===== src/rtl/forward_source_pkg.sv =====
// Shared types and constants for the operand-forwarding producer side:
// RV32I major opcodes and the in-flight writer slot record.
package forward_source_pkg;

  localparam int XLEN = 32;

  localparam logic [6:0] RTYPE      = 7'b0110011;
  localparam logic [6:0] IMMTYPE    = 7'b0010011;
  localparam logic [6:0] LOAD_ITYPE = 7'b0000011;
  localparam logic [6:0] STYPE      = 7'b0100011;
  localparam logic [6:0] SBTYPE     = 7'b1100011;
  localparam logic [6:0] LUI        = 7'b0110111;
  localparam logic [6:0] AUIPC      = 7'b0010111;
  localparam logic [6:0] JAL        = 7'b1101111;
  localparam logic [6:0] JALR       = 7'b1100111;

  typedef struct packed {
    logic            valid;
    logic [4:0]      rd;
    logic            writes;
    logic            is_load;
    logic [XLEN-1:0] data;
  } slot_t;

  // Stores and branches carry an rd-shaped field that is not a destination.
  function automatic logic opcode_has_rd(input logic [6:0] op);
    return (op != STYPE) && (op != SBTYPE);
  endfunction

endpackage


===== src/rtl/fwd_lookup.sv =====
// Match-and-priority for one EX operand against the MEM (s1) and WB (s2) slots.
module fwd_lookup
  import forward_source_pkg::*;
(
  input  logic [4:0]      rs,
  input  logic            use_rs,
  input  slot_t           s1,
  input  slot_t           s2,
  output logic            hit,
  output logic [XLEN-1:0] data,
  output logic            stall_req
);

  logic s1_match;
  logic s2_match;

  assign s1_match = s1.valid && s1.writes && (s1.rd == rs);
  assign s2_match = s2.valid && s2.writes && (s2.rd == rs);

  always_comb begin
    hit       = 1'b0;
    data      = '0;
    stall_req = 1'b0;
    if (use_rs && (rs != 5'd0)) begin
      // s1 is the younger writer, so it shadows s2 even when its value is not ready yet.
      if (s1_match) begin
        if (s1.is_load) begin
          stall_req = 1'b1;
        end else begin
          hit  = 1'b1;
          data = s1.data;
        end
      end else if (s2_match) begin
        hit  = 1'b1;
        data = s2.data;
      end
    end
  end

endmodule


===== src/rtl/forward_source.sv =====
// Tracks the MEM/WB in-flight writers, forwards their results to EX operands,
// raises the load-use interlock and drives the register-file write port.
module forward_source
  import forward_source_pkg::*;
(
  input  logic            clk,
  input  logic            rst,
  input  logic            ex_valid,
  input  logic [31:0]     ex_inst,
  input  logic [XLEN-1:0] ex_result,
  input  logic            stall,
  input  logic            flush,
  input  logic [XLEN-1:0] mem_load_data,
  input  logic [4:0]      q_rs1,
  input  logic [4:0]      q_rs2,
  input  logic            q_use_rs1,
  input  logic            q_use_rs2,
  output logic            fwd1_hit,
  output logic            fwd2_hit,
  output logic [XLEN-1:0] fwd1_data,
  output logic [XLEN-1:0] fwd2_data,
  output logic            load_use_stall,
  output logic            wb_we,
  output logic [4:0]      wb_rd,
  output logic [XLEN-1:0] wb_data
);

  slot_t      ex_slot_p0;
  slot_t      s1_p1;
  slot_t      s2_p2;
  logic [6:0] ex_opcode;
  logic       stall_req1;
  logic       stall_req2;
  logic       unused_inst_bits;

  assign ex_opcode        = ex_inst[6:0];
  assign unused_inst_bits = ^ex_inst[31:12];

  // EX stage: decode the candidate slot contents
  always_comb begin
    ex_slot_p0         = '0;
    ex_slot_p0.valid   = ex_valid;
    ex_slot_p0.rd      = ex_inst[11:7];
    ex_slot_p0.is_load = (ex_opcode == LOAD_ITYPE);
    ex_slot_p0.writes  = ex_valid && opcode_has_rd(ex_opcode) && (ex_inst[11:7] != 5'd0);
    ex_slot_p0.data    = ex_result;
  end

  // EX -> MEM -> WB slot advance
  always_ff @(posedge clk or posedge rst) begin
    if (rst) begin
      s1_p1 <= '0;
      s2_p2 <= '0;
    end else if (!stall) begin
      s2_p2      <= s1_p1;
      s2_p2.data <= s1_p1.is_load ? mem_load_data : s1_p1.data;
      s1_p1      <= (flush || load_use_stall) ? '0 : ex_slot_p0;
    end
  end

  fwd_lookup u_lookup_rs1 (
    .rs        (q_rs1),
    .use_rs    (q_use_rs1),
    .s1        (s1_p1),
    .s2        (s2_p2),
    .hit       (fwd1_hit),
    .data      (fwd1_data),
    .stall_req (stall_req1)
  );

  fwd_lookup u_lookup_rs2 (
    .rs        (q_rs2),
    .use_rs    (q_use_rs2),
    .s1        (s1_p1),
    .s2        (s2_p2),
    .hit       (fwd2_hit),
    .data      (fwd2_data),
    .stall_req (stall_req2)
  );

  assign load_use_stall = stall_req1 | stall_req2;

  // WB stage: register-file write port
  assign wb_we   = s2_p2.valid & s2_p2.writes;
  assign wb_rd   = s2_p2.rd;
  assign wb_data = s2_p2.data;

endmodule


===== config.mk =====
export PLATFORM = sky130hd
export DESIGN_NAME = forward_source
export DESIGN_NICKNAME = d
export VERILOG_FILES = /design/src/rtl/forward_source_pkg.sv /design/src/rtl/fwd_lookup.sv /design/src/rtl/forward_source.sv
export SDC_FILE = /design/constraint.sdc
export NUM_CORES = 1
export LEC_CHECK = 0
export BUFFER_PORTS_ARGS = -buffer_cell sky130_fd_sc_hd__buf_2
export CAP_MARGIN = 20
export CORE_ASPECT_RATIO = 0.75
export CORE_MARGIN = 2
export CORE_UTILIZATION = 35
export DETAILED_ROUTE_END_ITERATION = 10
export MAX_ROUTING_LAYER = met4
export PLACE_DENSITY_LB_ADDON = 0.25
export SLEW_MARGIN = 25
export SYNTH_ARGS = -nofsm -noshare
export SYNTH_HDL_FRONTEND = slang
export SYNTH_SLANG_ARGS = --single-unit

===== constraint.sdc =====
create_clock -name clk -period 6 [get_ports clk]
set_input_delay 0 -clock clk [delete_from_list [all_inputs] [get_ports clk]]
set_output_delay 0 -clock clk [all_outputs]
set_load 0.05 [all_outputs]

==> results.md, run 1 <==
- Critical Path RT: 6.00 ns
- Crit. End Element: output port
- Die width: 137.8 um
- Tot GR Track Use: 22.71%
- Core footprint: 13060 sq um
- Final #Nets: 817
- Hold_ws: 0.003303 ns
- Tcrit/Tclk final: 46.38%
- Synth Cell Area: 4700 sq um
- Routed via count: 4705
- Final Non-Filler Cells: 880
- Post-route DRC: 0
- Worst-path cell chain: xnor2_1 > nand4_1 > nor3b_2 > nand3_1 > a21oi_1 > buf_2
- Seq. cell area: 1978 sq um
- Fill count: 1245
- Synth cell types: 35
- Antenna diode count: 0
- Top_reg_cell synth: dfrtp_1
- ANT nets after route: 0
- Post-synthesis sequential area ratio: 42.07%
- Die Y: 104.4 um
- Leak: 3.109 nW
- I/O pin count: 218
- Post-synth ARST share: 100.0%
- First-pass detailed-route iteration total: 4
- CP peak stage delay: 0.92 ns
- Final setup viols: 0
- Vias in the first global route: 4659
- Pwr Density: 227.0 nW/um^2
- Clock Pin Slew Worst Setup and Hold Paths: 0.06 ns
- Cells after Synth: 500
- Post-layout min period: 2.783 ns
- Least-Margin Pin Slew: 1.075 ns
- Clock root buffer: clkbuf_16
- CTS Hold Bufs: 65
- Clock buffer depth: 2
- GP Congestion: 0.8596
- EDFF count, synth: 0
- Initial antenna violation count: 0
- Syn Area/Cell: 9.399 sq um
- Max Clk Rate: 359.3 MHz
- Multi-input gate area: 2267 sq um
- Placed Cells incl. Taps: 798
- Crit start category: flip-flop
- CP arrival: 2.78 ns
- Clk sinks: 79
- Syn-to-layout area delta: 39.03%
- Setup TNS: 0 ns
- Clk_skew: 0.009027 ns
- Drt wl/cell: 18.23 um
- Fin. max-slew vios: 0
- Starting Density: 35.98%
- Initial DRC count: 229
- Total CTS buffers: 9
- DP HPWL: 10430 um
- Final Hold Fails: 0
- TritonCTS clock tree: yes
- H-tree lvl count: 3
- Worst-Skew Late Latency: 0.33 ns
- Post-Route WL: 16040 um
- Reg2reg setup slack: 3.56 ns
- Via/cell ratio: 5.347
- Worst path slowest cell: nor3b_2
- Setup bufs post-CTS: 0
- Warnings from Yosys: 0
- VDD IR max: 0.1312 mV
- Maxcap violations: 0
- Synth Net Count: 613
- Cts repair resizes: 0
- Port-buffer cells: 197
- Post-route setup slack: 3.217 ns
- Largest net degree at the start of global routing: 66
- Dpl ws: 3.254 ns
- Type of the tightest min-delay check: primary input to flip-flop
- RSZ-0062 raised after global routing: no
- DIE AREA: 14380 sq um
- Yosys reg bits: 79
- Run status: completed
- Max-slew headroom: 28.04%
- Share of cells above drive strength 1: 34.98%
- Finished Cell Area: 6534 sq um
- First-pass GRT wire length: 24780 um
- Remaining global-route overflow: 0
- Crit Path Max Fanout: 12
- DP Area: 5564 sq um
- Critical path class: flip-flop to output port
- Std-Cell Rows: 36
-- worst max-delay path, delay by kind of cell (launching register included) --
| kind | cells | cell delay [ns] |
|---|---|---|
| simple gates | 3 | 1.31 |
| buf+inv | 1 | 0.30 |
| xor+xnor | 1 | 0.19 |
| compound gates | 1 | 0.22 |
| flops | 1 | 0.44 |
-- path summary, 6_finish.rpt --
| kind | start | endpoint | cells after the start |
|---|---|---|---|
| max | wb_rd[3] | fwd1_data[1] | 6 |
| min | mem_load_data[9] | wb_data[9] | 3 |
| max reg2reg | s1_p1[38] | s1_p1[32] | 7 |
| min reg2reg | s1_p1[25] | s1_p1[25] | 1 |
| max in group asynchronous | rst | s1_p1[22] | 6 |
| min in group asynchronous | rst | wb_data[12] | 4 |
-- cell usage after synthesis, types with 4 or more instances --
| cell | number | area share, % |
|---|---|---|
| dfrtp_1 | 79 | 42 |
| nand2_1 | 67 | 5.4 |
| a21oi_1 | 46 | 4.9 |
| a32o_1 | 40 | 8.5 |
| buf_4 | 37 | 5.9 |
| o21ai_0 | 31 | 3.3 |
| a22o_1 | 30 | 5.6 |
| nor2b_1 | 30 | 4.0 |
| clkbuf_1 | 27 | 2.2 |
| o2bb2ai_1 | 21 | 3.9 |
| xnor2_1 | 14 | 2.6 |
| nand3_1 | 13 | 1.4 |
| buf_2 | 8 | 0.85 |
| mux2_2 | 7 | 1.7 |
| xor2_1 | 6 | 1.1 |
| nor2_1 | 5 | 0.40 |
| nor4_1 | 5 | 0.67 |
| buf_1 | 4 | 0.32 |
| buf_6 | 4 | 0.96 |
-- flip-flops by register name (all words and copies together), names as in the netlist --
| register | count |
|---|---|
| wb_rd | 5 |
| wb_data | 32 |
| s1_p1 | 40 |
| s2_p2 | 2 |
-- cell families after synthesis --
kind of cell	Yosys count	share of synthesized area [%]
buffers and inverters	84	10.52
muxes	7	1.677
xor gates and xnor gates	20	3.727
AOI/OAI and AO/OA	175	27.98
and+or+nand+nor	135	14.03
DFF	79	42.07
-- final cells by class --
type	count	area share, %
multi-input cells	337	34.70
flip-flops and latches	79	30.28
repair buffers	273	27.04
clock buffers	12	3.772
well taps	171	3.275
clock inverters	4	0.6894
inverters	4	0.2489
-- cell usage in the layout (no fill, tap or decap), drive strengths merged, types with 3 or more instances in the layout --
master	synthesis	final
o21ai	33	33
nand2	67	67
xnor2	14	14
xor2	6	6
nor2b	30	30
nor2	5	5
clkbuf	27	12
nor4	5	5
a32o	42	42
nor3	3	3
inv	4	3
o2bb2ai	21	21
clkinv	0	4
dlygate4sd3	0	65
nand4	3	3
dfrtp	79	79
a21oi	46	46
mux2	7	7
a22o	30	30
nand3	13	13
or4	3	3
buf	53	208
-- where the power goes --
group | total, mW | switching (mW) | internal [mW]
Sequential | 0.625 | 0.0454 | 0.580
Clock | 0.536 | 0.204 | 0.332
Combinational | 0.322 | 0.196 | 0.126
-- stage by stage --
step	utilization [%]	power, mW
5_1_grt	50.02	1.557
4_1_cts	49.81	1.499
3_3_place_gp	42.22	0.9119
3_5_place_dp	42.60	0.9210
2_1_floorplan	-	0.8569
6_report	50.02	1.483
-- routing by layer --
layer	global-route usage, %	routed length, um	up-vias
met3	3.899	965	14
li1	-	-	2205
met1	30.67	7561	2300
met4	4.665	145	0
met5	-	0	-
met2	36.00	7369	186
Note: power is estimated with default switching activity, not from simulation.
==> run 2: changes to the inputs <==
==> constraint.sdc (replaced) <==
create_clock -name clk -period 2.5 [get_ports clk]
set_input_delay 0 -clock clk [delete_from_list [all_inputs] [get_ports clk]]
set_output_delay 0 -clock clk [all_outputs]
set_load 0.05 [all_outputs]
==> run 2 against run 1 <==
  * Clock skew down 0.0013 ns
  * Worst setup slack worse by 3.1 ns
  * Non-clock buffer count up 10
  * Sequential cell count unchanged
  * Routed wire length up 3.6%
  * Critical endpoint is now fwd1_data[7]
  * Register-to-register slack worse by 3.2 ns
  * Global-route usage up 0.77 points
  * Largest power group unchanged
  * Core utilization up 0.67 points
  * Highest routed layer unchanged
  * Combinational power up 140%
==> results.md, run 2 (synthesized netlist as in run 1, its figures left out) <==
- Worst-path cell chain: xnor2_1 > nand4_1 > nor2_1 > buf_4 > nor4_4 > clkbuf_4 > o2bb2ai_1 > clkbuf_4
- Share of cells above drive strength 1: 35.79% (+0.82 points)
- Least-Margin Pin Slew: 0.6566 ns (-0.4181 ns)
- GP Congestion: 0.9685 (+13%)
- Worst-Skew Late Latency: 0.34 ns (about the same)
- M1 wire length: 7350 um (-2.8%)
- Post-Route WL: 16620 um (+3.6%)
- Routed via count: 4761 (+1.2%)
- Crit start category: flip-flop
- Post-layout min period: 2.405 ns
- Clock root buffer: clkbuf_16
- Max Used Layer: met4
- Top reg by flops: s1_p1
- Hold_sp: mem_load_data[19]
- Setup bufs post-CTS: 0 (unchanged)
- Starting Density: 35.98% (unchanged)
- Max-slew headroom: 56.13% (+28 points)
- Run status: completed
- I/O pin count: 218 (unchanged)
- Reg2Reg Depth: 6 (-1)
- Reg2reg setup slack: 0.41 ns (-3.15 ns)
- Die Y: 104.4 um (unchanged)
- Worst path slowest cell: dfrtp_1
- Total Power: 3.549 mW (+140%)
- CP peak stage delay: 0.43 ns (-0.49 ns)
- Final Hold Fails: 0 (unchanged)
- DP HPWL: 10910 um (+4.6%)
- Clock buffer depth: 2 (unchanged)
- Largest net degree at the start of global routing: 66 (unchanged)
- Crit Path Max Fanout: 6 (-6)
- CP arrival: 2.40 ns (-0.38 ns)
- Pwr Density: 535.9 nW/um^2 (+140%)
- Drt wl/cell: 18.69 um (+2.5%)
- Via/cell ratio: 5.355 (+0.17%)
- TritonCTS clock tree: yes
- Vias in the first global route: 4723 (+1.4%)
- Std-Cell Rows: 36 (unchanged)
- R2r startpoint: s1_p1[35]
- Clk_skew: 0.007698 ns (-0.001329 ns)
- Finished Cell Area: 6621 sq um (+1.3%)
- Fill count: 1228 (-1.4%)
- Most common cell after layout, fill and taps aside: buf_2
- Clk sinks: 79 (unchanged)
- Tcrit/Tclk final: 96.19%
- Antenna diode count: 0 (unchanged)
- Crit. End Element: output port
- Fin. max-slew vios: 0 (unchanged)
- Met2 WL: 7929 um (+7.6%)
- Clock Pin Slew Worst Setup and Hold Paths: 0.06 ns (about the same)
- Hold Path Stages: 3 (unchanged)
- Hold_ws: 0.005387 ns (+0.002083 ns)
- Tot GR Track Use: 23.48% (+0.77 points)
- ANT nets after route: 0 (unchanged)
- First-pass detailed-route iteration total: 5 (+1)
- Total CTS buffers: 9 (unchanged)
- Final #Nets: 827 (+1.2%)
- Most frequent cells in the layout: 183 x buf_2, 78 x dfrtp_1, 67 x nand2_1, 66 x dlygate4sd3_1, 46 x a21oi_1
- Syn-to-layout area delta: 40.89%
- Most frequent CP cell: clkbuf_4
- Type of the tightest min-delay check: primary input to flip-flop
- Core footprint: 13060 sq um (unchanged)
- H-tree lvl count: 3 (unchanged)
- Initial DRC count: 238 (+3.9%)
- DIE AREA: 14380 sq um (unchanged)
- Max FFs per register: 40 (unchanged)
- Initial antenna violation count: 0 (unchanged)
- Critical Path RT: 2.50 ns (-3.50 ns)
- Die width: 137.8 um (unchanged)
- Remaining global-route overflow: 0 (unchanged)
- VDD IR max: 0.3653 mV (+180%)
- R2R Path End: s1_p1[32]
- Met3 routed WL: 1175 um (+22%)
- Max Clk Rate: 415.9 MHz
- Maxcap violations: 0 (unchanged)
- Leak: 3.129 nW (+0.65%)
- Critical path class: flip-flop to output port
- Post-route DRC: 0 (unchanged)
- Final setup viols: 0 (unchanged)
- Min-Delay Endpoint: wb_data[19]
- First-pass GRT wire length: 25180 um (+1.6%)
- DP Area: 5623 sq um (+1.1%)
- Port-buffer cells: 197 (unchanged)
-- run 2: critical path: cells and delay by family (launching register included) --
family | cells | cell delay (ns)
xor gates and xnor gates | 1 | 0.15
DFF | 1 | 0.43
buffers and inverters | 3 | 0.73
AOI/OAI and AO/OA | 1 | 0.15
and+or+nand+nor | 3 | 0.59
-- run 2: worst max-delay path by stage --
stage	start	end	cells after the start
2_1_floorplan	s2_p2[39]	fwd1_data[11]	5
3_3_place_gp	s1_p1[38]	fwd1_data[3]	8
3_5_place_dp	s1_p1[34]	fwd1_data[7]	8
4_1_cts	s1_p1[38]	fwd1_data[13]	8
5_1_grt	s1_p1[38]	fwd1_data[15]	8
6_report	s1_p1[34]	fwd1_data[7]	8
-- run 2: metrics by stage --
| step | instances | util [%] | setup WS, ns | setup TNS, ns |
|---|---|---|---|---|
| CTS | 888 | 50.25 | 0.07312 | 0 |
| finish | 889 | 50.69 | 0.09530 | 0 |
| detailed placement | 807 | 43.05 | 0.4508 | 0 |
| global route | 889 | 50.69 | -0.003278 | -0.004434 |
| global placement | 807 | 43.05 | 0.4727 | 0 |
| floorplan | 500 | - | 0.1726 | 0 |
-- run 2: area by class of cell --
type / instances / area (sq um) / share of cell area [%]
clock inverters: 4 / 47.55 / 0.7181
multi-input cells: 337 / 2272 / 34.32
repair buffers: 283 / 1861 / 28.10
clock buffers: 11 / 232.7 / 3.515
flip-flops and latches: 79 / 1978 / 29.88
well taps: 171 / 214.0 / 3.231
inverters: 4 / 16.27 / 0.2457
-- run 2: metal layers --
layer / global-route usage (%) / vias to the layer above
li1: - / 2224
met1: 30.41 / 2304
met2: 37.81 / 220
met3: 4.386 / 13
met4: 6.195 / 0
met5: - / -
-- run 2: power by group --
| part | leakage, nW | internal [mW] | switching [mW] |
|---|---|---|---|
| combinational | 1.96 | 0.299 | 0.473 |
| sequential | 1.03 | 1.39 | 0.110 |
| clock | 0.135 | 0.765 | 0.511 |
| total | 3.13 | 2.45 | 1.09 |
-- run 2: what timing repair did --
action	CTS	global route
endpoints found under the hold margin	93	0
endpoints found under the setup margin	0	22
hold buffers	66	0
resized for setup	0	18
